$ cat src/rtl/bcd_pkg.sv
// Shared types and constants for the binary-to-BCD converter.
// Optional feature macro: BCD_BLANK_LEADING_EN (leading-zero blank flags).
package bcd_pkg;

  localparam int unsigned BCD_W = 4;
  localparam logic [BCD_W-1:0] ADD3_THRESH = 4'd5;

  typedef enum logic [1:0] {
    S_IDLE  = 2'd0,
    S_SHIFT = 2'd1,
    S_DONE  = 2'd2
  } state_e;

  // True when DIGITS decimal digits can hold every IN_W-bit value.
  function automatic bit bcd_fits(input int unsigned digits, input int unsigned in_w);
    longint unsigned p10;
    longint unsigned max_in;
    p10 = 64'd1;
    for (int unsigned i = 0; i < digits; i++) begin
      p10 = p10 * 64'd10;
    end
    max_in = (in_w >= 32'd64) ? '1 : ((64'd1 << in_w) - 64'd1);
    return p10 > max_in;
  endfunction

endpackage

$ cat src/rtl/bcd_add3.sv
// Double-dabble correction cell: nibble >= 5 gets 3 added (mod 16).
module bcd_add3
  import bcd_pkg::*;
(
  input  logic [BCD_W-1:0] nib,
  output logic [BCD_W-1:0] sum_c
);

  // Conditional add-3 ahead of the next left shift.
  always_comb begin
    sum_c = nib;
    if (nib >= ADD3_THRESH) begin
      sum_c = nib + BCD_W'(3);
    end
  end

endmodule

$ cat src/rtl/bcd_digit_converter.sv
// Sequential binary-to-BCD converter, one double-dabble shift per clock.
// The last result is held on digits while a new conversion runs.
// Optional feature macro: BCD_BLANK_LEADING_EN (registered leading-zero blank flags).
module bcd_digit_converter
  import bcd_pkg::*;
#(
  parameter int unsigned IN_W   = 16,
  parameter int unsigned DIGITS = 5
) (
  input  logic                    clk,
  input  logic                    rst,
  input  logic [IN_W-1:0]         in_value,
  input  logic                    in_valid,
  output logic                    in_ready,
  output logic [BCD_W*DIGITS-1:0] digits,
  output logic                    out_valid,
  output logic [DIGITS-1:0]       digit_blank
);

  localparam int unsigned DIG_W = BCD_W * DIGITS;
  localparam int unsigned CNT_W = $clog2(IN_W + 1);

  if (!bcd_fits(DIGITS, IN_W)) begin : g_bad_digits
    $error("bcd_digit_converter: DIGITS too small for IN_W");
  end

  state_e            state_q, state_d;
  logic [IN_W-1:0]   bin_q, bin_d;
  logic [DIG_W-1:0]  scratch_q, scratch_d;
  logic [CNT_W-1:0]  cnt_q, cnt_d;
  logic [DIG_W-1:0]  digits_q, digits_d;
  logic              out_valid_q, out_valid_d;
  logic              in_ready_q, in_ready_d;
  logic [DIG_W-1:0]  adj;

  // One add-3 cell per scratch nibble.
  for (genvar k = 0; k < DIGITS; k++) begin : g_add3
    bcd_add3 u_add3 (
      .nib   (scratch_q[BCD_W*k +: BCD_W]),
      .sum_c (adj[BCD_W*k +: BCD_W])
    );
  end

  // State, shift registers, counter and output registers.
  always_ff @(posedge clk or posedge rst) begin
    if (rst) begin
      state_q     <= S_IDLE;
      bin_q       <= '0;
      scratch_q   <= '0;
      cnt_q       <= '0;
      digits_q    <= '0;
      out_valid_q <= 1'b0;
      in_ready_q  <= 1'b1;
    end else begin
      state_q     <= state_d;
      bin_q       <= bin_d;
      scratch_q   <= scratch_d;
      cnt_q       <= cnt_d;
      digits_q    <= digits_d;
      out_valid_q <= out_valid_d;
      in_ready_q  <= in_ready_d;
    end
  end

  // Next-state logic: accept in IDLE, IN_W shifts, publish in DONE.
  always_comb begin
    state_d     = state_q;
    bin_d       = bin_q;
    scratch_d   = scratch_q;
    cnt_d       = cnt_q;
    digits_d    = digits_q;
    out_valid_d = 1'b0;
    unique case (state_q)
      S_IDLE: begin
        if (in_valid) begin
          bin_d     = in_value;
          scratch_d = '0;
          cnt_d     = '0;
          state_d   = S_SHIFT;
        end
      end
      S_SHIFT: begin
        {scratch_d, bin_d} = {adj, bin_q} << 1;
        cnt_d = cnt_q + CNT_W'(1);
        if (cnt_q == CNT_W'(IN_W - 1)) begin
          state_d = S_DONE;
        end
      end
      S_DONE: begin
        digits_d    = scratch_q;
        out_valid_d = 1'b1;
        state_d     = S_IDLE;
      end
      default: begin
        state_d = S_IDLE;
      end
    endcase
    in_ready_d = (state_d == S_IDLE);
  end

  assign digits    = digits_q;
  assign out_valid = out_valid_q;
  assign in_ready  = in_ready_q;

`ifdef BCD_BLANK_LEADING_EN
  logic [DIGITS-1:0] blank_q, blank_d;
  logic [DIGITS-1:0] blank_new;
  logic              upper_zero;

  // Blank digit k (k>0) when it and every more-significant digit are zero.
  always_comb begin
    blank_new  = '0;
    upper_zero = 1'b1;
    for (int i = 0; i < int'(DIGITS); i++) begin
      upper_zero = upper_zero &&
                   (scratch_q[BCD_W*(int'(DIGITS)-1-i) +: BCD_W] == BCD_W'(0));
      if (i != int'(DIGITS) - 1) begin
        blank_new[int'(DIGITS)-1-i] = upper_zero;
      end
    end
    blank_d = (state_q == S_DONE) ? blank_new : blank_q;
  end

  // Blank flags update together with digits.
  always_ff @(posedge clk or posedge rst) begin
    if (rst) begin
      blank_q <= {{(DIGITS-1){1'b1}}, 1'b0};
    end else begin
      blank_q <= blank_d;
    end
  end

  assign digit_blank = blank_q;
`else
  assign digit_blank = '0;
`endif

endmodule
$ cat config.mk
export PLATFORM = sky130hd
export DESIGN_NAME = bcd_digit_converter
export DESIGN_NICKNAME = d
export VERILOG_FILES = /design/src/rtl/bcd_pkg.sv /design/src/rtl/bcd_add3.sv /design/src/rtl/bcd_digit_converter.sv
export SDC_FILE = /design/constraint.sdc
export NUM_CORES = 1
export LEC_CHECK = 0
export ABC_AREA = 1
export CAP_MARGIN = 10
export CORE_UTILIZATION = 50
export CTS_CLUSTER_SIZE = 12
export DETAILED_ROUTE_END_ITERATION = 8
export PLACE_DENSITY_LB_ADDON = 0.1
export SETUP_SLACK_MARGIN = 0.4
export SLEW_MARGIN = 30
export SYNTH_ARGS = -nofsm -noshare
export SYNTH_HDL_FRONTEND = slang
export SYNTH_SLANG_ARGS = --single-unit
$ cat constraint.sdc
create_clock -name clk -period 2.73 [get_ports clk]
set_input_delay 0.546 -clock clk [delete_from_list [all_inputs] [get_ports clk]]
set_output_delay 0.546 -clock clk [all_outputs]
set_load 0.02 [all_outputs]
== Word level (Yosys, flattened, before mapping) ==
Cells that the tools add are included.
Widths: inputs -> output; s select.

* Flip-flop bits (word level): 65

* Mux-type cells: 15
* $add $sub $neg: 6
* Equality and inequality tests: 4
* Reductions and logical operators: 4
* $lt $le $gt $ge: 5

{| class="wikitable"
|+ Operator list
! kind !! count
|-
| $pmux 20 s2 || 1
|-
| $pmux 16 s2 || 1
|-
| $ge 4x3->1 const B || 5
|-
| $mux 20 || 1
|-
| $add 4x2->4 const B || 4
|-
| $mux 16 || 1
|-
| $mux 4 || 4
|-
| $pmux 5 s2 || 1
|-
| $add 5x1->5 const B || 1
|-
| $eq 5x4->1 const B || 1
|-
| $mux 5 || 1
|-
| $logic_not 2->1 || 2
|-
| $mux 2 || 2
|-
| $pmux 2 s2 || 1
|-
| $add 3x2->3 const B || 1
|-
| $mux 3 || 1
|-
| $eq 2x1->1 const B || 1
|-
| $eq 2x2->1 const B || 1
|-
| $ne 2x2->1 const B || 1
|-
| $reduce_and 2->1 || 1
|-
| $reduce_bool 2->1 || 1
|-
| $mux 1 || 1
|}

== Depth between registers and ports, before layout ==
* Depth in word-level cells: 4
* Gate-level depth with buffers: 8

== By module ==
From an unflattened synthesis, not the netlist that was laid out.

* Cell total of the unflattened synthesis: 399
* Area, all modules: 3298.2 um^2

{| class="wikitable"
|+ By module, submodules not included
! module !! times used !! cells an instance !! area each (um^2)
|-
| bcd_digit_converter || 1 || 284 || 2622.5
|-
| bcd_add3 || 5 || 23 || 135.1
|}

== Worst setup path after synthesis ==
Ideal clock, no wire load.

* Path type: flip-flop to flip-flop
* Start: register cnt_q[0]
* End: register cnt_q[4]
* Clock period less this slack: 1193 ps
* Setup time: 82 ps
* Arrival: 1111 ps
* Setup slack: 1537 ps
* Cell stages (with the launch flop): 6
* Path through: dfrtp_1 -> ha_1 -> nand2_1 -> nor2_1 -> ha_1 -> o22ai_1

* Cells in the longest elaborated chain, start to end: 2

{| class="wikitable"
|+ Ends and longest elaborated chain
! what !! RTL line !! source
|-
| start: declaration || bcd_digit_converter.sv:30 || <nowiki>logic [CNT_W-1:0] cnt_q, cnt_d;</nowiki>
|-
| start signal: assignment || bcd_digit_converter.sv:58 || <nowiki>cnt_q <= cnt_d;</nowiki>
|-
| $add 5x1->5 || bcd_digit_converter.sv:84 || <nowiki>cnt_d = cnt_q + CNT_W'(1);</nowiki>
|-
| $pmux 5 s2 || bcd_digit_converter.sv:73 || <nowiki>unique case (state_q)</nowiki>
|}

Every way passes these cells.
A chain may end at the register's enable or synchronous reset.

== Worst setup path after layout ==
* Start: register in_ready_q (netlist: in_ready)
* End: output port in_ready

{| class="wikitable"
|+ RTL lines
! what !! RTL line !! source
|-
| start: declaration || bcd_digit_converter.sv:33 || <nowiki>logic in_ready_q, in_ready_d;</nowiki>
|-
| start signal: assignment || bcd_digit_converter.sv:61 || <nowiki>in_ready_q <= in_ready_d;</nowiki>
|-
| end: declaration || bcd_digit_converter.sv:14 || <nowiki>output logic in_ready,</nowiki>
|}

No word-level cell between the ends.

==> summary.md <==
| Metric | Value |
|---|---|
| Top cells by count, synth | `nand2_1, dfrtp_1, nand3_1, o21ai_0, inv_1` |
| Fillcell total | `548` |
| DRC viols | `0` |
| Ant. Diodes | `0` |
| Simple-Gate Fraction of Synth Area | `26.43%` |
| Iter 0 DRT Violations | `166` |
| Worst stage delay on the critical path | `0.59 ns` |
| Synth Area in XOR/XNOR | `0%` |
| Syn avg cell area | `8.278 µm²` |
| Bufs and invs on worst path | `1` |
| Wire length per cell | `12.15 µm` |
| Period utilization | `72.70%` |
| Global-route wire length before repair | `10.46 mm` |
| Final hold viol count | `0` |
| Ports | `46` |
| Slowest-stage cell, CP | `clkdlybuf4s50_1` |
| Worst VDD drop | `0.0005418 V` |
| Fmax | `0.5038 GHz` |
| Combinational share of power | `43.3%` |
| Total wire length | `5.939 mm` |
| Post-CTS Setup Bufs | `0` |
| Post-synth EDFFs | `0` |
| CTS tree | `yes` |
| DP Wirelength | `3.984 mm` |
| Area of the multi-input gates | `1210 µm²` |
| Worst hold start | `state_q[1]` |
| CP cell instances | `clkdlybuf4s50_1` |
| Cell Pwr Density | `1155 nW/µm²` |
| Via count | `2505` |
| Worst r2r src | `state_q[0]` |
| GP Congestion | `0.7660` |
| Setup TNS after final layout | `0 ns` |
| Max_slew headroom | `55.53%` |
| Layout cells sized above 1 | `5.556%` |
| Worst Tran Pin Value | `0.6661 ns` |
| Port buffer count | `40` |
| Final min period | `1.985 ns` |
| Vias in the first global route | `2318` |
| Number of CTS-inserted buffers | `9` |
| Int Pwr | `0.002523 W` |
| Root buffer cell | `clkbuf_8` |
| Crit path max fanout | `1` |
| Most instantiated library cell after synthesis | `nand2_1` |
| Mapped Area | `3063 µm²` |
| Seq pwr share | `37.9%` |
| Hold Buf Count CTS | `0` |
| Largest net degree at the start of global routing | `46` |
| Reg area | `1628 µm²` |
| CP endpoint kind | `output port` |
| Sequential area share after synthesis | `53.15%` |
| WP data arrival | `1.44 ns` |
| Unrepaired setup endpoints after global routing | `no` |
| Final Slew Violations | `0` |
| Top cell type's share of synthesized area | `52.29%` |
| Outcome | `finished clean` |
| Final setup margin | `0.7452 ns` |
| Sw Share | `40.86%` |
| Most used flip-flop cell after synthesis | `dfrtp_1` |
| Post-synthesis register bit count | `65` |
| Dpl ws | `0.8777 ns` |
| Cell family with most CP delay | `buffers and inverters` |
| Clock skew | `0.003309 ns` |
| Worst skew pair latency | `0.33 ns` |
| Compound-Gate Fraction of Synth Area | `7.557%` |
| Clock Power Share | `18.8%` |
| Clock Path Buffers | `2` |
| Clock-pin slew on the worst setup and hold paths | `0.07 ns` |
| Antenna violations before repair | `0` |
| Netlist cell types | `20` |
| MaxCap Viol Count | `0` |
| Multiplexer share of the synthesized area | `0%` |
| Total iterations of the first detailed-routing run | `4` |
| Final net count | `441` |
| Critical Path RT | `2.18 ns` |
| Die W | `80.27 µm` |
| H-tree Lvls | `3` |
| Synth Area in Adders | `4.902%` |
| Largest family of logic cells by synthesized area | `simple AND/OR/NAND/NOR gates` |
| Crit path kind | `reg -> out` |
| Hold Path Class | `reg -> reg` |
| Total core area | `5921 µm²` |
| Critical path startpoint | `in_ready` |
| Mapped Cells | `370` |
| PostCTS Resize Cnt | `0` |
| Die area | `6442 µm²` |
| # setup viols final | `0` |
| Die Ht | `80.27 µm` |
| YS warnings | `0` |
| Initial Util | `51.73%` |
| P_sw | `0.001743 W` |
| Area growth, synth to finish | `20.59%` |
| Rows | `28` |
| Clock Sinks | `65` |
| GRT overflow | `0` |
| Asr flop ratio synth | `100.0%` |
| Cell taking the most area after synthesis | `dfrtp_1` |
| Area contributors post-synth | `dfrtp_1, nand2_1, nand3_1` |
| Pleak | `1.855 nW` |
| Tot GR Track Use | `21.29%` |
| Post-DRT Antenna Nets | `0` |
| Via/cell ratio | `5.123` |
| Crit start category | `flop` |
-- final timing paths --
| check | endpoint | slack (ns) | depth (start not counted) |
|---|---|---|---|
| worst min register to register | state_q[1] | 0.44 | 1 |
| worst max-delay path | in_ready | 0.75 | 1 |
| min in group asynchronous | bin_q[12] | 0.54 | 2 |
| worst max register to register | cnt_q[2] | 1.21 | 4 |
| worst min-delay path | state_q[1] | 0.44 | 1 |
| max in group asynchronous | in_ready | 1.53 | 3 |
-- placed cells by master (no fill, tap or decap), drive strengths merged --
master,n
buf,3
o22ai,1
o21ai,40
o21bai,2
clkbuf,12
clkinv,2
ha,12
nand2,135
dfstp,1
inv,35
nand3,41
nor2,7
bufinv,1
conb,5
a21oi,2
clkdlybuf4s50,40
nand4,11
dfrtp,64
-- layout make-up --
| type | count | area share [%] |
|---|---|---|
| Clock inverter | 3 | 1.084 |
| Timing Repair Buffer | 43 | 11.79 |
| Multi-Input combinational cell | 256 | 32.76 |
| Tap cell | 75 | 2.541 |
| Clock buffer | 12 | 4.201 |
| Sequential cell | 65 | 44.07 |
| Inverter | 35 | 3.557 |
-- cell families after synthesis --
kind of cell,after synthesis
AO/OA/AOI/OAI,45
buffers and inverters,53
AND/OR/NAND/NOR,194
adder cells (fa/ha/maj),12
flip-flops,65
other,1
-- power by group through the flow --
stage / registers (W) / logic (W) / clock network, W
2_1_floorplan: 0.00168 / 0.00130 / 0
3_3_place_gp: 0.00162 / 0.00180 / 0
3_5_place_dp: 0.00163 / 0.00187 / 0
4_1_cts: 0.00162 / 0.00187 / 0.000820
5_1_grt: 0.00167 / 0.00216 / 0.000863
6_report: 0.00162 / 0.00185 / 0.000804
-- registers in the layout (all words and copies together) (netlist names) --
name       count
digits        20
scratch_q     20
out_valid      1
in_ready       1
state_q        2
cnt_q          5
bin_q         16
-- metal layers --
layer	GRT usage [%]	routed length (µm)	up-vias
li1	-	-	1264
met3	4.432	176	8
met4	7.500	89	0
met5	0	0	-
met2	35.73	2848	48
met1	27.20	2826	1185
-- per-stage QoR --
step | util, % | cells | power [W] | instance area (µm²) | hold WS, ns
CTS | 62.38 | 489 | 0.004308 | 3694 | 0.4431
finish | 62.38 | 489 | 0.004266 | 3694 | 0.4402
floorplan | - | 374 | 0.002984 | 3078 | 0.4202
detailed placement | 59.09 | 474 | 0.003495 | 3498 | 0.4339
global placement | 59.09 | 474 | 0.003419 | 3498 | 0.4302
global route | 62.38 | 489 | 0.004693 | 3694 | 0.4683
No activity file was read; power rests on OpenSTA's default activity.
